`config.mk`:
```
export PLATFORM = sky130hd
export DESIGN_NAME = imm_ext_ctrl_flat
export DESIGN_NICKNAME = d
export VERILOG_FILES = /design/src/rtl/imm_ext_pkg.sv /design/src/rtl/imm_ext_ctrl_if.sv /design/src/rtl/imm_ext_unit.sv /design/src/rtl/imm_ext_ctrl.sv /design/src/flat_wrapper.sv
export SDC_FILE = /design/constraint.sdc
export NUM_CORES = 1
export LEC_CHECK = 0
export ABC_AREA = 1
export BUFFER_PORTS_ARGS = -buffer_cell sky130_fd_sc_hd__clkbuf_2
export CORE_UTILIZATION = 35
export CTS_CLUSTER_SIZE = 24
export DETAILED_ROUTE_END_ITERATION = 8
export GPL_TIMING_DRIVEN = 0
export PLACE_DENSITY = 0.65
export RECOVER_POWER = 100
export SYNTH_ARGS = -nofsm -noshare
export SYNTH_HDL_FRONTEND = slang
export SYNTH_HIERARCHICAL = 1
export SYNTH_SLANG_ARGS = --single-unit
```
`constraint.sdc`:
```
create_clock -name clk -period 1.2 [get_ports clk]
set_input_delay 0.06 -clock clk [delete_from_list [all_inputs] [get_ports clk]]
set_output_delay 0.06 -clock clk [all_outputs]
set_load 0.01 [all_outputs]
```
`src/rtl/imm_ext_pkg.sv`:
```
// Shared definitions for the immediate-extension block: MIPS opcodes,
// extension-mode encoding and control FSM states.
package imm_ext_pkg;

    localparam logic [5:0] OP_BEQ   = 6'h04;
    localparam logic [5:0] OP_BNE   = 6'h05;
    localparam logic [5:0] OP_ADDI  = 6'h08;
    localparam logic [5:0] OP_ADDIU = 6'h09;
    localparam logic [5:0] OP_SLTI  = 6'h0A;
    localparam logic [5:0] OP_SLTIU = 6'h0B;
    localparam logic [5:0] OP_ANDI  = 6'h0C;
    localparam logic [5:0] OP_ORI   = 6'h0D;
    localparam logic [5:0] OP_XORI  = 6'h0E;
    localparam logic [5:0] OP_LUI   = 6'h0F;
    localparam logic [5:0] OP_LW    = 6'h23;
    localparam logic [5:0] OP_SW    = 6'h2B;

    typedef enum logic [1:0] {
        MODE_ZERO   = 2'b00,
        MODE_SIGN   = 2'b01,
        MODE_UPPER  = 2'b10,
        MODE_BRANCH = 2'b11
    } imm_mode_e;

    typedef enum logic {
        ST_IDLE     = 1'b0,
        ST_HOLD_LUI = 1'b1
    } ctrl_state_e;

endpackage

```
`src/rtl/imm_ext_ctrl_if.sv`:
```
// Instruction-in / extended-immediate-out handshake bundle.
interface imm_ext_ctrl_if;
    logic        in_valid;
    logic        in_ready;
    logic [31:0] in_instr;
    logic        out_valid;
    logic        out_ready;
    logic [31:0] out_imm;
    logic [1:0]  out_mode;
    logic [4:0]  out_rt;
    logic        out_fused;

    modport master (
        output in_valid, in_instr, out_ready,
        input  in_ready, out_valid, out_imm, out_mode, out_rt, out_fused
    );

    modport slave (
        input  in_valid, in_instr, out_ready,
        output in_ready, out_valid, out_imm, out_mode, out_rt, out_fused
    );
endinterface

```
`src/rtl/imm_ext_unit.sv`:
```
// Combinational opcode decode and 16->32 bit immediate extension.
module imm_ext_unit
    import imm_ext_pkg::*;
(
    input  logic [5:0]  opcode,
    input  logic [15:0] imm16,
    output logic [31:0] imm32,
    output imm_mode_e   mode
);

    function automatic logic [31:0] ext_zero(input logic [15:0] v);
        return {16'h0000, v};
    endfunction

    function automatic logic [31:0] ext_sign(input logic [15:0] v);
        return {{16{v[15]}}, v};
    endfunction

    function automatic logic [31:0] ext_upper(input logic [15:0] v);
        return {v, 16'h0000};
    endfunction

    function automatic logic [31:0] ext_branch(input logic [15:0] v);
        return {{14{v[15]}}, v, 2'b00};
    endfunction

    // Unknown opcodes yield a zero immediate in zero mode.
    always_comb begin
        imm32 = 32'h0000_0000;
        mode  = MODE_ZERO;
        case (opcode)
            OP_ANDI, OP_ORI, OP_XORI: begin
                imm32 = ext_zero(imm16);
                mode  = MODE_ZERO;
            end
            OP_ADDI, OP_ADDIU, OP_SLTI, OP_SLTIU, OP_LW, OP_SW: begin
                imm32 = ext_sign(imm16);
                mode  = MODE_SIGN;
            end
            OP_LUI: begin
                imm32 = ext_upper(imm16);
                mode  = MODE_UPPER;
            end
            OP_BEQ, OP_BNE: begin
                imm32 = ext_branch(imm16);
                mode  = MODE_BRANCH;
            end
            default: ;
        endcase
    end

endmodule

```
`src/rtl/imm_ext_ctrl.sv`:
```
// Immediate-extension stage with a 1-cycle registered output and
// valid/ready handshake. Define IMM_FUSE_EN to fuse LUI+ORI into one result.
module imm_ext_ctrl
    import imm_ext_pkg::*;
(
    input  logic          clk,
    input  logic          rst,
    input  logic          flush,
    imm_ext_ctrl_if.slave bus
);

    logic [5:0]  opcode;
    logic [4:0]  rt;
    logic [15:0] imm16;
    logic [31:0] ext_imm;
    imm_mode_e   ext_mode;

    assign opcode = bus.in_instr[31:26];
    assign rt     = bus.in_instr[20:16];
    assign imm16  = bus.in_instr[15:0];

    imm_ext_unit u_ext (
        .opcode (opcode),
        .imm16  (imm16),
        .imm32  (ext_imm),
        .mode   (ext_mode)
    );

    logic        vld_p1;
    logic [31:0] imm_p1;
    logic [1:0]  mode_p1;
    logic [4:0]  rt_p1;
    logic        fused_p1;

    logic        out_free;
    logic        in_ready;
    logic        load;
    logic [31:0] nxt_imm;
    logic [1:0]  nxt_mode;
    logic [4:0]  nxt_rt;
    logic        nxt_fused;

    assign out_free = !vld_p1 || bus.out_ready;

`ifdef IMM_FUSE_EN
    ctrl_state_e state_q, state_d;
    logic [15:0] lui_imm_q;
    logic [4:0]  lui_rt_q;
    logic        hold_lui;
    logic        ori_match;

    assign ori_match = (opcode == OP_ORI) && (bus.in_instr[25:21] == lui_rt_q)
                       && (rt == lui_rt_q);

    always_comb begin
        state_d   = state_q;
        in_ready  = 1'b0;
        load      = 1'b0;
        hold_lui  = 1'b0;
        nxt_imm   = ext_imm;
        nxt_mode  = ext_mode;
        nxt_rt    = rt;
        nxt_fused = 1'b0;
        case (state_q)
            ST_IDLE: begin
                in_ready = out_free;
                if (bus.in_valid && out_free) begin
                    if (opcode == OP_LUI) begin
                        hold_lui = 1'b1;
                        state_d  = ST_HOLD_LUI;
                    end else begin
                        load = 1'b1;
                    end
                end
            end
            ST_HOLD_LUI: begin
                // A non-matching instruction is left waiting; it flushes the held lui out.
                if (bus.in_valid) begin
                    in_ready = ori_match && out_free;
                    nxt_rt   = lui_rt_q;
                    nxt_mode = MODE_UPPER;
                    if (out_free) begin
                        load    = 1'b1;
                        state_d = ST_IDLE;
                        if (ori_match) begin
                            nxt_imm   = {lui_imm_q, imm16};
                            nxt_fused = 1'b1;
                        end else begin
                            nxt_imm   = {lui_imm_q, 16'h0000};
                        end
                    end
                end
            end
            default: state_d = ST_IDLE;
        endcase
        if (rst) in_ready = 1'b0;
    end

    always_ff @(posedge clk) begin
        if (rst || flush) state_q <= ST_IDLE;
        else              state_q <= state_d;
    end

    always_ff @(posedge clk) begin
        if (hold_lui) begin
            lui_imm_q <= imm16;
            lui_rt_q  <= rt;
        end
    end
`else
    always_comb begin
        in_ready  = out_free && !rst;
        load      = bus.in_valid && in_ready;
        nxt_imm   = ext_imm;
        nxt_mode  = ext_mode;
        nxt_rt    = rt;
        nxt_fused = 1'b0;
    end
`endif

    // ---- output register stage (p1) ----
    always_ff @(posedge clk) begin
        if (rst) begin
            vld_p1   <= 1'b0;
            imm_p1   <= 32'h0000_0000;
            mode_p1  <= MODE_ZERO;
            rt_p1    <= 5'd0;
            fused_p1 <= 1'b0;
        end else if (flush) begin
            vld_p1   <= 1'b0;
        end else if (load) begin
            vld_p1   <= 1'b1;
            imm_p1   <= nxt_imm;
            mode_p1  <= nxt_mode;
            rt_p1    <= nxt_rt;
            fused_p1 <= nxt_fused;
        end else if (bus.out_ready) begin
            vld_p1   <= 1'b0;
        end
    end

    assign bus.in_ready  = in_ready;
    assign bus.out_valid = vld_p1;
    assign bus.out_imm   = imm_p1;
    assign bus.out_mode  = mode_p1;
    assign bus.out_rt    = rt_p1;
    assign bus.out_fused = fused_p1;

endmodule

```
`src/flat_wrapper.sv`:
```
// flat-port wrapper written by rule: the top's interface ports become plain ports
module imm_ext_ctrl_flat import imm_ext_pkg::*;
  (clk, rst, flush, bus_in_valid, bus_in_instr, bus_out_ready, bus_in_ready, bus_out_valid, bus_out_imm, bus_out_mode, bus_out_rt, bus_out_fused);
  imm_ext_ctrl_if bus_i ();
  input  logic clk;
  input  logic rst;
  input  logic flush;
  input wire logic [$bits(bus_i.in_valid)-1:0] bus_in_valid;
  input wire logic [$bits(bus_i.in_instr)-1:0] bus_in_instr;
  input wire logic [$bits(bus_i.out_ready)-1:0] bus_out_ready;
  output wire logic [$bits(bus_i.in_ready)-1:0] bus_in_ready;
  output wire logic [$bits(bus_i.out_valid)-1:0] bus_out_valid;
  output wire logic [$bits(bus_i.out_imm)-1:0] bus_out_imm;
  output wire logic [$bits(bus_i.out_mode)-1:0] bus_out_mode;
  output wire logic [$bits(bus_i.out_rt)-1:0] bus_out_rt;
  output wire logic [$bits(bus_i.out_fused)-1:0] bus_out_fused;
  assign bus_i.in_valid = bus_in_valid;
  assign bus_i.in_instr = bus_in_instr;
  assign bus_i.out_ready = bus_out_ready;
  assign bus_in_ready = bus_i.in_ready;
  assign bus_out_valid = bus_i.out_valid;
  assign bus_out_imm = bus_i.out_imm;
  assign bus_out_mode = bus_i.out_mode;
  assign bus_out_rt = bus_i.out_rt;
  assign bus_out_fused = bus_i.out_fused;
  imm_ext_ctrl u_core (.clk(clk), .rst(rst), .flush(flush), .bus(bus_i));
endmodule
```
# Word-level counts from Yosys, hierarchy flattened
# Index checks and enable logic that the tools add are counted.
[totals]
regBits = 40
output_inout_bits = 42
in_bits = 37
word_cells = 32
[op_classes]
reduce_logical = 11
n_mux = 4
n_eq_ne = 12
bitwise = 1
[op_table]
columns = ["op", "n"]
rows = [
  ["case mux 32 bit (4 select lines)", 1],
  ["equality test 6 x 4 -> 1 bit (second input constant)", 8],
  ["equality test 6 x 3 -> 1 bit (second input constant)", 2],
  ["equality test 6 bit (second input constant)", 2],
  ["case mux 2 bit (3 select lines)", 1],
  ["OR reduction 6 bit", 1],
  ["OR reduction 2 bit", 2],
  ["OR reduction 3 bit", 1],
  ["logical AND 1 bit", 2],
  ["logical NOT 1 bit", 2],
  ["2-to-1 mux 1 bit", 2],
  ["AND reduction 2 bit", 1],
  ["nonzero test 2 bit", 1],
  ["logical OR 1 bit", 1],
  ["inverter 1 bit", 1],
]

# Logic depth before layout (Yosys ltp)
[depth]
ltp_word = 5
mapped_depth = 10
ltp_nobuf = 9

# Cells and area by module
# Netlist, hierarchy kept.
[by_module_without_submodules]
columns = ["mod", "area_per_inst_um2", "cells_per_inst", "n_inst", "seq_area_each_um2"]
rows = [
  ["imm_ext_ctrl", 2084.5, 344, 1, 800.8],
  ["imm_ext_unit", 715.7, 129, 1, 0.0],
]

# Worst setup path after synthesis
# No wires, ideal clock.
[synth_timing]
path_type = "register to register"
from = "register u_core.vld_p1, in the netlist u_core/bus.out_valid"
to = "register u_core.imm_p1[12], in the netlist u_core/bus.out_imm[12]"
setup_time_ns = 0.110
required_ns = 1.090
t_arrival_ns = 1.012
stages_incl_launch_ff = 7
slack_ns = 0.078
period_less_slack_ns = 1.122
n_path_buf = 2
cell_sequence = "dfxtp_1 > nand2_1 > buf_2 > buf_2 > nand4_1 > nand2_1 > nor2_1"
[synth_between]
elab_chain_cells = 5
[synth_lines]
columns = ["element", "line", "source"]
rows = [
  ["start, declared", "imm_ext_ctrl.sv:29", "logic vld_p1;"],
  ["start signal, assigned", "imm_ext_ctrl.sv:124", "vld_p1 <= 1'b0;"],
  ["start signal, assigned", "imm_ext_ctrl.sv:130", "vld_p1 <= 1'b0;"],
  ["start signal, assigned", "imm_ext_ctrl.sv:132", "vld_p1 <= 1'b1;"],
  ["logical NOT 1 bit", "imm_ext_ctrl.sv:43", "assign out_free = !vld_p1 || bus.out_ready;"],
  ["logical OR 1 bit", "imm_ext_ctrl.sv:43", ""],
  ["logical AND 1 bit", "imm_ext_ctrl.sv:112", "in_ready = out_free && !rst;"],
  ["logical AND 1 bit", "imm_ext_ctrl.sv:113", "load = bus.in_valid && in_ready;"],
  ["AND reduction 2 bit (no source line)", "-", ""],
  ["end signal, assigned", "imm_ext_ctrl.sv:133", "imm_p1 <= nxt_imm;"],
  ["end, declared", "imm_ext_ctrl.sv:30", "logic [31:0] imm_p1;"],
]
# Every way passes these cells.
# A chain may end at the register's enable or synchronous reset.

# Worst setup path in the final report
# Ends and elaborated chain as after synthesis.

==> flow_summary.json <==
{
  "outcome": "completed",
  "drt-total-wl_mm": 7.37,
  "io-pin-count": 79,
  "critical_path_peak_fanout": 10,
  "htree_num_levels": 2,
  "arrival_ps": 1310,
  "synth_cell_types": 22,
  "fillCellCount": 902,
  "postLayoutCoreUtil": 0.433,
  "p_per_area_nw_per_um2": 908,
  "crit_type": "reg2reg",
  "synth.ff_latch_count": 40,
  "globalRouteTotalUtil": 0.188,
  "drive_above_1_share": 0.137,
  "peakVddDrop_mv": 0.399,
  "biggest_area_contributors_in_the_synthesized_netlist": "dfxtp_1 29%, inv_1 17%, nand4_1 15%",
  "dieHeight_um": 91.4,
  "sequential_fraction_of_design_power": 0.469,
  "first_global_vias": 2993,
  "drt_drc_violations_left": 0,
  "startpoint_type": "flip-flop",
  "die_area_um2": 8360,
  "comb_power_share": 0.229,
  "power.static_leakage_nw": 1.67,
  "wl_met3_um": 456,
  "detail_route.wirelength.met1_mm": 3.32,
  "r2r_end": "u_core/bus.out_imm[12]",
  "achievable-frequency_ghz": 0.918,
  "antenna_found_initial": 0,
  "synthesis.nets": 510,
  "report.final.hold_viol_count": 0,
  "clock_tree.buffer_depth": 2,
  "final_min_period_over_clock_period": 0.908,
  "numClockSinks": 40,
  "synth.largest_area_cell": "dfxtp_1",
  "fin_crit_ps": 1090,
  "worstRegToRegCells": 7,
  "synth_area_per_cell_um2": 5.92,
  "flow.area_growth_from_synthesis_pct": 19.6,
  "hold_depth": 5,
  "reg2reg_slack_ps": 110,
  "internal_power_mw": 2.10,
  "yosys_warnings": 6,
  "unrepaired_setup_endpoints_after_global_routing": "false",
  "p_sw_frac": 0.308,
  "global_route_overflow": 0,
  "hold_start": "bus_in_instr[16]",
  "grt_first_pass_wirelength_mm": 13.1,
  "clock_skew_ps": 2.64,
  "globalplace.congestion": 0.869,
  "cts-buffers-inserted": 5,
  "detail_route.wl_per_cell_um": 11.2,
  "rows": 32,
  "setup-violations-final": 0,
  "worst_skew_pair.late_latency_ps": 280,
  "cts.repair_timing.setup_buffer_count": 0,
  "whs_ps": 116,
  "hold_class": "in2reg",
  "timing.rr.start": "u_core/bus.out_valid",
  "met2_wirelength_from_detailed_routing_mm": 3.55,
  "maxUsedRoutingLayer": "met4",
  "area_of_the_multi_input_gates_um2": 1340,
  "synth.yosys.seq_area_share": 0.286,
  "initial_utilization": 0.362,
  "synthCells": 473,
  "dpl.hpwl_mm": 5.66,
  "critPathCaptureType": "flip-flop",
  "worst_setup_hold_path_clk_slew_ps": 80,
  "drc_violation_total_after_the_first_tritonroute_iteration": 182,
  "post_synth_instance_area_um2": 2800,
  "postRouteAntennaNets": 0,
  "clock_power_share": 0.302,
  "netsw_uw": 938,
  "via_count": 3037,
  "synth_top_area_frac": 0.286,
  "layout.area.seq_um2": 802,
  "drv_slew": 0,
  "cts_tree": "built",
  "post_drt_via_cell_ratio": 4.64,
  "maxCapViolCount": 0,
  "clockRootBuffer": "clkbuf_8",
  "maximum_number_of_pins_on_one_net_before_global_route_repair": 20,
  "die_span_in_x_um": 91.4,
  "cp_data_required_time_ps": 1420,
  "hold_path_end": "u_core/bus.out_rt[0]",
  "core_um2": 7730,
  "post_layout_net_count": 589,
  "drt-pass1-iter-count": 4,
  "portBuffers": 71,
  "worst_setup_path_startpoint": "u_core/bus.out_valid",
  "num_antenna_cells": 0
}
-- metrics by stage --
step	cell area, um2	TNS, ps	cells	total power [mW]	setup WS [ps]
finish	3350	0	655	3.04	111
global route	3350	0	655	3.26	6.67
CTS	3400	0	655	3.11	31.4
detailed placement	3280	-3070	646	2.16	-156
global placement	3280	-2710	646	2.15	-143
floorplan	2800	0	473	1.91	78.4
-- routing by layer --
layer / global-route usage / up-vias
met4: 0.0582 / 0
met5: 0 / -
met1: 0.235 / 1328
met2: 0.328 / 80
met3: 0.0318 / 2
li1: - / 1627
-- synthesized netlist by cell type --
cell / number
dfxtp_1: 40
nand2_1: 86
nand3_2: 1
nor2_2: 4
inv_1: 124
nor3_1: 1
nor2_4: 2
nand3_1: 62
inv_2: 1
nand4_1: 67
buf_1: 1
clkinv_1: 1
buf_2: 16
buf_6: 3
nor2_1: 39
conb_1: 1
nand4_2: 1
clkbuf_1: 11
nand4_4: 1
buf_4: 4
nand2_2: 3
a21oi_1: 4
-- critical path, stage by stage, from the launching register on --
cell     delay [ps]
dfxtp_2         340
nand2_2         100
nand3_2         100
buf_6           160
buf_6           140
nand2_1          50
inv_1            30
nor2_1          100
-- cell families after synthesis --
group | share of synthesized area
AND/OR/NAND/NOR | 0.469
buffers and inverters | 0.236
flip-flops | 0.286
AO/OA/AOI/OAI | 0.00715
other | 0.00134
-- registers in the layout, summed over array words and instances, names as in the netlist --
register              flops
u_core/bus.out_valid      1
u_core/bus.out_mode       2
u_core/bus.out_imm       32
u_core/bus.out_rt         5
-- what timing repair did --
item / 4_1_cts / 5_1_grt
hold buffers: 2 / 0
endpoints found under the setup margin: 21 / 26
resized for setup: 3 / 2
endpoints found under the hold margin: 1 / 0
-- power by group through the flow --
stage	registers, mW	clock network, mW	logic [mW]
floorplan	1.49	0	0.424
global placement	1.46	0	0.694
detailed placement	1.46	0	0.703
CTS	1.43	0.964	0.712
global route	1.44	1.03	0.798
finish	1.43	0.917	0.697
-- placed cells by master, fill, tap and decap left out, types with 6 or more instances in the layout --
master    netlist  final
inv_1         124    124
nand2_1        86     85
nand4_1        67     67
nand3_1        62     62
clkbuf_1       11     51
nor2_1         39     39
dfxtp_1        40     39
clkbuf_2        0     35
buf_2          16     11
clkbuf_8        0      6
-- final cells by class --
cell class,count,share of cell area
multi-input cells,272,0.400
plain buffers,34,0.0564
repair buffers,73,0.0968
well taps,102,0.0381
flip-flops and latches,40,0.239
clock inverters,1,0.00224
inverters,126,0.141
clock buffers,7,0.0258
-- worst max path at each step --
stage and end:
4_1_cts u_core/bus.out_imm[12], 3_3_place_gp u_core/bus.out_imm[29], 3_5_place_dp u_core/bus.out_imm[29], 6_report u_core/bus.out_imm[12], 2_1_floorplan u_core/bus.out_imm[12], 5_1_grt u_core/bus.out_imm[29]
Power figures use the tool's default switching activity.
